==> config.mk <==
export PLATFORM = sky130hd
export DESIGN_NAME = dca
export DESIGN_NICKNAME = d
export VERILOG_FILES = /design/src/rtl/cache_pkg.sv /design/src/rtl/dca.sv
export SDC_FILE = /design/constraint.sdc
export NUM_CORES = 2
export LEC_CHECK = 0
export CAP_MARGIN = 20
export CORE_MARGIN = 2
export CORE_UTILIZATION = 45
export CTS_CLUSTER_DIAMETER = 40
export DETAILED_ROUTE_END_ITERATION = 10
export GPL_TIMING_DRIVEN = 0
export PLACE_DENSITY_LB_ADDON = 0.25
export SLEW_MARGIN = 10
export SYNTH_ARGS = -nofsm -noshare
export SYNTH_HDL_FRONTEND = slang
export SYNTH_SLANG_ARGS = --single-unit
==> constraint.sdc <==
create_clock -name clk -period 13.1 [get_ports clk]
set_input_delay 1.965 -clock clk [delete_from_list [all_inputs] [get_ports clk]]
set_output_delay 1.965 -clock clk [all_outputs]
set_load 0.05 [all_outputs]
==> src/rtl/cache_pkg.sv <==
// Shared memory-access descriptor used by the data cache and its clients.
package cache_pkg;

    typedef enum logic [1:0] {
        SIZE_BYTE = 2'd0,
        SIZE_HALF = 2'd1,
        SIZE_WORD = 2'd2
    } mem_size_t;

    typedef struct packed {
        logic        enable;
        logic [31:0] address;
        mem_size_t   size;
        logic [31:0] data;
    } mem_data_t;

endpackage

==> src/rtl/dca.sv <==
// Set-associative, write-back, write-allocate data cache with a single outstanding line fill.
module dca
    import cache_pkg::*;
#(
    parameter int N_SECTORS  = 2,
    parameter int N_LINES    = 4,
    parameter int N_ELEMENTS = 4,
    parameter int N_BYTES    = 4,
    parameter int PA_WIDTH   = 32,
    parameter int ID_WIDTH   = 4,
    localparam int ELEMENT_WIDTH = 8 * N_BYTES,
    localparam int LINE_WIDTH    = N_ELEMENTS * ELEMENT_WIDTH,
    localparam int WAY_W         = $clog2(N_LINES)
) (
    input  logic                     clk,
    input  logic                     rst,
    input  logic [WAY_W-1:0]         rnd,
    input  logic                     i_hit,
    input  mem_data_t                i_load,
    input  mem_data_t                i_store,
    input  logic [PA_WIDTH-1:0]      i_pa,
    output logic                     o_hit,
    output logic                     o_stall,
    output logic [ELEMENT_WIDTH-1:0] o_read_data,
    output logic                     o_mem_enable,
    output logic [PA_WIDTH-1:0]      o_mem_addr,
    output logic [LINE_WIDTH-1:0]    o_mem_data,
    output logic                     o_mem_type,
    output logic                     o_mem_ack,
    input  logic                     i_mem_enable,
    input  logic [LINE_WIDTH-1:0]    i_mem_data,
    input  logic [ID_WIDTH-1:0]      i_mem_id_request,
    input  logic [ID_WIDTH-1:0]      i_mem_id_response
);

    localparam int OFF_W = $clog2(N_BYTES);
    localparam int EL_W  = $clog2(N_ELEMENTS);
    localparam int SET_W = $clog2(N_SECTORS);
    localparam int LOW_W = OFF_W + EL_W;
    localparam int TAG_W = PA_WIDTH - LOW_W - SET_W;

    localparam logic [1:0] StIdle      = 2'd0;
    localparam logic [1:0] StWriteback = 2'd1;
    localparam logic [1:0] StRequest   = 2'd2;
    localparam logic [1:0] StWaitResp  = 2'd3;

    logic [N_LINES-1:0]    valid_q [N_SECTORS];
    logic [N_LINES-1:0]    dirty_q [N_SECTORS];
    logic [TAG_W-1:0]      tag_q   [N_SECTORS][N_LINES];
    logic [LINE_WIDTH-1:0] line_q  [N_SECTORS][N_LINES];

    logic [1:0]          state_q, cur_state;
    logic [SET_W-1:0]    miss_set_q;
    logic [TAG_W-1:0]    miss_tag_q;
    logic [WAY_W-1:0]    miss_way_q;
    logic [ID_WIDTH-1:0] id_q;

    logic [OFF_W-1:0] pa_off;
    logic [EL_W-1:0]  pa_el;
    logic [SET_W-1:0] pa_set;
    logic [TAG_W-1:0] pa_tag;

    logic               access, is_load, hit, miss, store_hit, fill;
    logic               hit_any;
    logic [WAY_W-1:0]   hit_way, victim;
    logic               free_found;
    mem_size_t          acc_size;
    logic [ELEMENT_WIDTH-1:0] cur_elem, size_mask, wr_mask, st_word, st_elem;
    logic [LINE_WIDTH-1:0]    cur_line;
    logic               unused_fields;

    assign pa_off = i_pa[OFF_W-1:0];
    assign pa_el  = i_pa[OFF_W +: EL_W];
    assign pa_set = i_pa[LOW_W +: SET_W];
    assign pa_tag = i_pa[PA_WIDTH-1 -: TAG_W];

    // Accesses carry the address on i_pa; the descriptor address and load data are not needed.
    assign unused_fields = ^{i_load.address, i_load.data, i_store.address};

    // Reset forces the visible state to idle so nothing leaks out while rst is held.
    assign cur_state = rst ? StIdle : state_q;
    assign access    = !rst && i_hit && (i_load.enable || i_store.enable);
    assign is_load   = i_load.enable;
    assign acc_size  = is_load ? i_load.size : i_store.size;

    always_comb begin
        hit_any = 1'b0;
        hit_way = '0;
        for (int w = 0; w < N_LINES; w++) begin
            if (valid_q[pa_set][w] && tag_q[pa_set][w] == pa_tag) begin
                hit_any = 1'b1;
                hit_way = WAY_W'(w);
            end
        end
    end

    // Lowest invalid way wins; only a full set falls back to the random way.
    always_comb begin
        free_found = 1'b0;
        victim     = rnd;
        for (int w = 0; w < N_LINES; w++) begin
            if (!free_found && !valid_q[pa_set][w]) begin
                free_found = 1'b1;
                victim     = WAY_W'(w);
            end
        end
    end

    assign hit       = access && cur_state == StIdle && hit_any;
    assign miss      = access && cur_state == StIdle && !hit_any;
    assign store_hit = hit && !is_load;

    always_comb begin
        case (acc_size)
            SIZE_BYTE: size_mask = ELEMENT_WIDTH'(8'hff);
            SIZE_HALF: size_mask = ELEMENT_WIDTH'(16'hffff);
            default:   size_mask = '1;
        endcase
    end

    assign cur_line = line_q[pa_set][hit_way];
    assign cur_elem = cur_line[int'(pa_el) * ELEMENT_WIDTH +: ELEMENT_WIDTH];
    assign st_word  = ELEMENT_WIDTH'(i_store.data);
    assign wr_mask  = size_mask << {pa_off, 3'b000};
    assign st_elem  = (cur_elem & ~wr_mask) | ((st_word << {pa_off, 3'b000}) & wr_mask);

    assign o_hit       = hit;
    assign o_stall     = miss || cur_state != StIdle;
    assign o_read_data = (hit && is_load) ? ((cur_elem >> {pa_off, 3'b000}) & size_mask) : '0;

    assign fill         = cur_state == StWaitResp && i_mem_enable && i_mem_id_response == id_q;
    assign o_mem_ack    = fill;
    assign o_mem_enable = cur_state == StWriteback || cur_state == StRequest;
    assign o_mem_type   = cur_state == StWriteback;

    always_comb begin
        o_mem_addr = '0;
        o_mem_data = '0;
        if (cur_state == StWriteback) begin
            o_mem_addr = {tag_q[miss_set_q][miss_way_q], miss_set_q, {LOW_W{1'b0}}};
            o_mem_data = line_q[miss_set_q][miss_way_q];
        end else if (cur_state == StRequest) begin
            o_mem_addr = {miss_tag_q, miss_set_q, {LOW_W{1'b0}}};
        end
    end

    always_ff @(posedge clk) begin
        if (rst) begin
            state_q    <= StIdle;
            id_q       <= '0;
            miss_set_q <= '0;
            miss_tag_q <= '0;
            miss_way_q <= '0;
            for (int s = 0; s < N_SECTORS; s++) begin
                valid_q[s] <= '0;
                dirty_q[s] <= '0;
            end
        end else begin
            case (state_q)
                StIdle: begin
                    if (miss) begin
                        miss_set_q <= pa_set;
                        miss_tag_q <= pa_tag;
                        miss_way_q <= victim;
                        state_q    <= (valid_q[pa_set][victim] && dirty_q[pa_set][victim])
                                      ? StWriteback : StRequest;
                    end else if (store_hit) begin
                        dirty_q[pa_set][hit_way] <= 1'b1;
                    end
                end
                StWriteback: begin
                    dirty_q[miss_set_q][miss_way_q] <= 1'b0;
                    state_q <= StRequest;
                end
                StRequest: begin
                    id_q    <= i_mem_id_request;
                    state_q <= StWaitResp;
                end
                default: begin
                    if (fill) begin
                        valid_q[miss_set_q][miss_way_q] <= 1'b1;
                        dirty_q[miss_set_q][miss_way_q] <= 1'b0;
                        state_q <= StIdle;
                    end
                end
            endcase
        end
    end

    // Line payload and tags are plain storage and deliberately not reset.
    always_ff @(posedge clk) begin
        if (fill) begin
            line_q[miss_set_q][miss_way_q] <= i_mem_data;
            tag_q[miss_set_q][miss_way_q]  <= miss_tag_q;
        end else if (store_hit) begin
            line_q[pa_set][hit_way][int'(pa_el) * ELEMENT_WIDTH +: ELEMENT_WIDTH] <= st_elem;
        end
    end

endmodule

* Word-level counts from Yosys, hierarchy flattened
Memory sizes are Yosys's and may differ from the RTL's. A register that Yosys moved wholly into a read port is not among the register bits.
Cells that the tools add are included.
** Operators by class
- Shifts and indexed selects :: 6
- Reduce and logical (&&, ||, !) cells :: 44
- Mux-type cells :: 86
- Order comparisons :: 9
- Equality and inequality tests :: 12
- Add/subtract/negate cells :: 1
- Bitwise gates (word level) :: 11
** Operator list (number)
- two-way mux 512 bit :: 4
- two-way mux 128 bit :: 7
- binary-select mux 128 bit (select 2 bit) :: 2
- demux 128 bit (select 2 bit) :: 2
- OR reduction 512 bit :: 1
- variable shift 32 x 33 -> 128 bit, first input constant :: 1
- variable part select 128 x 8 -> 32 bit :: 1
- variable part select 32 x 33 -> 128 bit :: 1
- == test 27 bit :: 4
- two-way mux 108 bit :: 1
- bitwise AND 32 bit :: 3
- two-way mux 32 bit :: 3
- two-way mux 27 bit :: 3
- case mux 32 bit (2 select lines) :: 1
- left shift 32 x 5 -> 32 bit :: 2
- binary-select mux 27 bit (select 2 bit) :: 1
- demux 27 bit (select 2 bit) :: 1
- two-way mux 1 bit :: 36
- two-way mux 4 bit :: 9
- negator 7 -> 33 bit :: 1
- NOT 32 bit :: 1
- OR 32 bit :: 1
- right shift 32 x 5 -> 32 bit :: 1
- two-way mux 2 bit :: 11
- 22 further kinds :: 71
** Storage, ports and cells
- Bits in writable memories :: 1256
- Input bits :: 308
- Logic and storage cells :: 178
- Output and inout port bits :: 197
- Memories :: 4
- Bits in registers :: 36
** Memory list
- line_q :: words 2, bits a word 512, read ports 2, clocked after Yosys merged registers in 1, wr ports 1, RTL line dca.sv:50 : logic [LINE_WIDTH-1:0] line_q [N_SECTORS][N_LINES];
- tag_q :: words 2, bits a word 108, read ports 2, clocked after Yosys merged registers in 1, wr ports 1, RTL line dca.sv:49 : logic [TAG_W-1:0] tag_q [N_SECTORS][N_LINES];
- dirty_q :: words 2, bits a word 4, read ports 1, clocked after Yosys merged registers in 0, wr ports 2, RTL line dca.sv:48 : logic [N_LINES-1:0] dirty_q [N_SECTORS];
- valid_q :: words 2, bits a word 4, read ports 1, clocked after Yosys merged registers in 0, wr ports 2, RTL line dca.sv:47 : logic [N_LINES-1:0] valid_q [N_SECTORS];

* Logic depth before layout (Yosys ltp)
An unclocked memory read counts as a cell.
- Depth in word-level cells :: 17
- Gate-level depth with buffers :: 19
- Mapped depth without buffers :: 11

* Worst setup path before layout
No wires, ideal clock.
- Path type :: input to output
- From :: input port i_pa[4]
- To :: output port o_read_data[29]
- Slack :: 5.412 ns
- Arrival :: 5.723 ns
- Path buffers :: 5
- Cell stages on the path :: 15
- Required time :: 11.135 ns
- Cell sequence :: buf_6 buf_6 buf_6 buf_6 buf_6 mux2i_1 xnor2_1 nor4_2 nand3b_4 nor4b_4 nor2_2 nand2_2 o22ai_1 a32o_1 nor3_1
** On the way
- Longest elaborated chain between the ends :: 14
- Elaborated cells on any way between the ends :: 28
- Those cells by class :: 4 x eq/ne; 2 x shift; 11 x mux; 2 x bitwise; 6 x reduce/logical; 3 x memory
** RTL lines
- from (decl) :: RTL line dca.sv:21 : input logic [PA_WIDTH-1:0] i_pa,
- memory read (2 x 108 bit)
- == test 27 bit :: RTL line dca.sv:90 : if (valid_q[pa_set][w] && tag_q[pa_set][w] == pa_tag) begin
- logical AND 1 bit :: RTL line dca.sv:90
- two-way mux 1 bit :: RTL line dca.sv:90
- two-way mux 2 bit (2 in series) :: RTL line dca.sv:90
- NOT 2 -> 3 bit (not written as such) :: RTL line dca.sv:121 : assign cur_line = line_q[pa_set][hit_way];
- binary-select mux 128 bit (select 2 bit) :: RTL line dca.sv:121
- two-way mux 128 bit (not written as such) (2 in series) :: RTL line dca.sv:121
- variable part select 128 x 8 -> 32 bit :: RTL line dca.sv:122 : assign cur_elem = cur_line[int'(pa_el) * ELEMENT_WIDTH +: ELEMENT_WIDTH];
- right shift 32 x 5 -> 32 bit :: RTL line dca.sv:129 : assign o_read_data = (hit && is_load) ? ((cur_elem >> {pa_off, 3'b000}) & size_mask) : '0;
- bitwise AND 32 bit :: RTL line dca.sv:129
- two-way mux 32 bit (*) :: RTL line dca.sv:129
- to (decl) :: RTL line dca.sv:24 : output logic [ELEMENT_WIDTH-1:0] o_read_data,
Every way passes the cells marked *; elsewhere a longest branch is shown, timed or not. The select of a mux whose other input is x is not followed.

* Final worst setup path
- From :: input port i_pa[4]
- To :: output port o_read_data[19]
Same word-level chain as after synthesis.

==> results.ini <==
[run_status]
outcome=finished, final reports clean

[worst_setup_path]
startpoint_type=input port
critPathRequiredTime_ns=11.14
cp.arrival_ns=10.15
cp_cell_sequence=buf_6 > buf_6 > buf_6 > buf_6 > buf_6 > mux2i_1 > xnor2_1 > nor4_1 > nand3_1 > a211oi_2 > nand2_1 > clkbuf_1 > o21ai_0 > o22a_1 > mux2i_1 > nor2_1 > clkdlybuf4s50_1
cpMostUsedCell=buf_6
cp_max_fo=10
startpoint=i_pa[4]
slowest_stage=a211oi_2
critical_path_class=input port to primary output
end_kind=primary output
critical-path-max-stage-delay_ns=1.11
r2r-start=tag_q[0][44]

[power]
p_sw_frac=0.250
power_density_mw_per_mm2=135
leakagePower_nw=26.7
p_int_mw=8.15
seqPwrFrac=0.419
clkPwrFrac=0.499
switching_power_mw=2.72
ir_drop_uv=144
p_comb_frac=0.082

[synthesis]
ys.flop_type=edfxtp_1
avgSynthCellArea_um2=14.7
synthCells=4415
synth_edf_count=1248
synth-seq-cells=1293
synthArstFlopShare=0
synth_area_leaders=edfxtp_1 (58%), mux4_2 (14%), mux2i_1 (7.3%)
synth_largest_area_cell=edfxtp_1
yosysSeqAreaShare=0.590
synth_top_area_share=0.576
netlist_area_mm2=0.0650
yosysUniqueCellTypes=96
ys.warnings.count=0

[sta]
finalCriticalPeriod_ns=12.11
finalHoldViolCount=0
skew_ns=0.0433
fin_hold_ws_ns=0.497
period_share=0.925
maxSlewViolCount=0
max_freq_mhz=82.6
setup_viol_count_final=0
setup-tns-final_ns=0
rsz0062_at_grt=false
max_slew_margin=0.0254
tightest_slew_ns=1.46

[floorplanning]
num_rows=139
initial_core_util=0.453
chipHeight_um=384
core-area_mm2=0.143
die_area_mm2=0.148
fp.dieW_um=384
io_pins=505

[clock_tree]
path_clk_slew_ns=0.06
clk_root_buffer_cell=clkbuf_16
clock-sinks=1293
cts_resized=0
cts_tree=done
post-cts-setup-buffers=0
cts_buffers=191
htreeDepth=4
clkLatencyLatePin_ns=0.86
cts.path.max_buffers=3
cts-hold-fix-buffers=0

[layout]
synthToLayoutAreaGrowth_pct=23.6
finish.instance_area_mm2=0.0804
drive_above_1_share=0.229
final_core_util=0.560
nets=5442
fillers=11460

[place]
post_dp_cell_area_mm2=0.0733
portBuffers=373
place.gp.congestion=1.08
dp_hpwl_mm=234

[detailed_routing]
antenna_left=0
drc=0
vias_per_cell=7.06
dr.pass1.iters=7
first_iter_violations=9138
totalWireLength_mm=320
wl_per_cell_um=44.4
vias=50914

[min_path]
hold_class=flop to flop
hold_start=valid_q[0][3]

[flow_run]
maxCapViolCount=0

[grt]
antenna_found_initial=38
grt_pass1_wl_mm=419
grt_use_total=0.429
grt_overflow_total=0
grt_max_degree=22
grt_pass1_vias=47482

kinds of logic after synthesis:
group / after synthesis / share of synthesized area
DFF: 1293 / 0.590
buffers and inverters: 374 / 0.0262
other: 1 / 0.0000577
and+or+nand+nor: 994 / 0.0737
xor gates and xnor gates: 114 / 0.0154
muxes: 975 / 0.227
AOI/OAI and AO/OA: 652 / 0.0647
adders and majority gates: 12 / 0.00231
metrics by stage:
step	instances	setup WS [ns]	total power, mW
2_1_floorplan	4418	5.41	5.02
3_3_place_gp	6694	1.09	5.43
3_5_place_dp	6804	1.44	5.46
4_1_cts	7161	1.44	10.8
5_1_grt	7192	1.35	11.0
6_report	7209	0.988	10.9
synthesized netlist by cell type (all sizes together), types with 89 or more instances:
cell,instances
nand2,452
clkbuf,162
o21ai,180
mux2i,471
mux2,114
mux4,390
xnor2,89
nor2b,166
a21oi,194
nor2,142
buf,185
edfxtp,1248
power groups by stage:
stage	Clock (mW)	Combinational (mW)	Sequential, mW
finish	5.43	0.890	4.55
global route	5.56	0.880	4.55
CTS	5.38	0.828	4.55
detailed placement	0	0.824	4.64
global placement	0	0.795	4.64
floorplan	0	0.390	4.63
cell usage in the layout, fill, tap and decap left out, types with 44 or more instances in the layout:
cell type        count
dfxtp_1             45
nor2b_1            162
a21oi_1            184
mux2_2             114
nand2_1            451
nor2_1             103
o21ai_0            142
clkbuf_16          192
buf_1               54
clkbuf_1           182
clkdlybuf4s50_1    373
xnor2_1             89
mux2i_1            471
nand3_1             75
buf_2               99
buf_6               44
edfxtp_1          1248
mux4_2             390
worst max-delay path: cells and delay by family:
kind | cells | cell delay [ns]
buffers and inverters | 7 | 2.66
muxes | 2 | 0.41
AOI/OAI and AO/OA | 3 | 2.78
and+or+nand+nor | 4 | 2.12
xor gates and xnor gates | 1 | 0.15
metal layers:
metal | wire length [µm] | global-route usage | vias up
met5 | 486 | 0.0143 | -
met4 | 27900 | 0.311 | 26
met3 | 54000 | 0.201 | 1195
met2 | 129000 | 0.580 | 5138
met1 | 108000 | 0.534 | 25705
li1 | - | - | 18850
path summary, 6_finish.rpt:
kind | to | slack, ns | depth (start not counted)
setup / recovery | o_read_data[19] | 0.99 | 17
hold / removal | valid_q[0][3] | 0.50 | 2
hold reg to reg | valid_q[0][3] | 0.50 | 2
setup reg to reg | line_q[0][283] | 5.14 | 13
state kept, by name, indices dropped and copies added, names as in the netlist, named ones only:
register    count
dirty_q         8
id_q            4
line_q       1024
miss_set_q      1
miss_tag_q     27
miss_way_q      2
state_q         2
tag_q         216
valid_q         8
area by class of cell:
| cell class | count | area (µm²) | area share |
|---|---|---|---|
| plain buffers | 347 | 1620 | 0.0201 |
| flip-flops and latches | 1293 | 38400 | 0.478 |
| clock inverters | 136 | 1780 | 0.0222 |
| clock buffers | 221 | 4930 | 0.0614 |
| diodes | 20 | 50.0 | 0.000623 |
| well taps | 1903 | 2380 | 0.0296 |
| repair buffers | 511 | 5790 | 0.0721 |
| multi-input cells | 2751 | 25300 | 0.315 |
| inverters | 27 | 101 | 0.00126 |
Note: power is estimated with default switching activity, not from simulation.
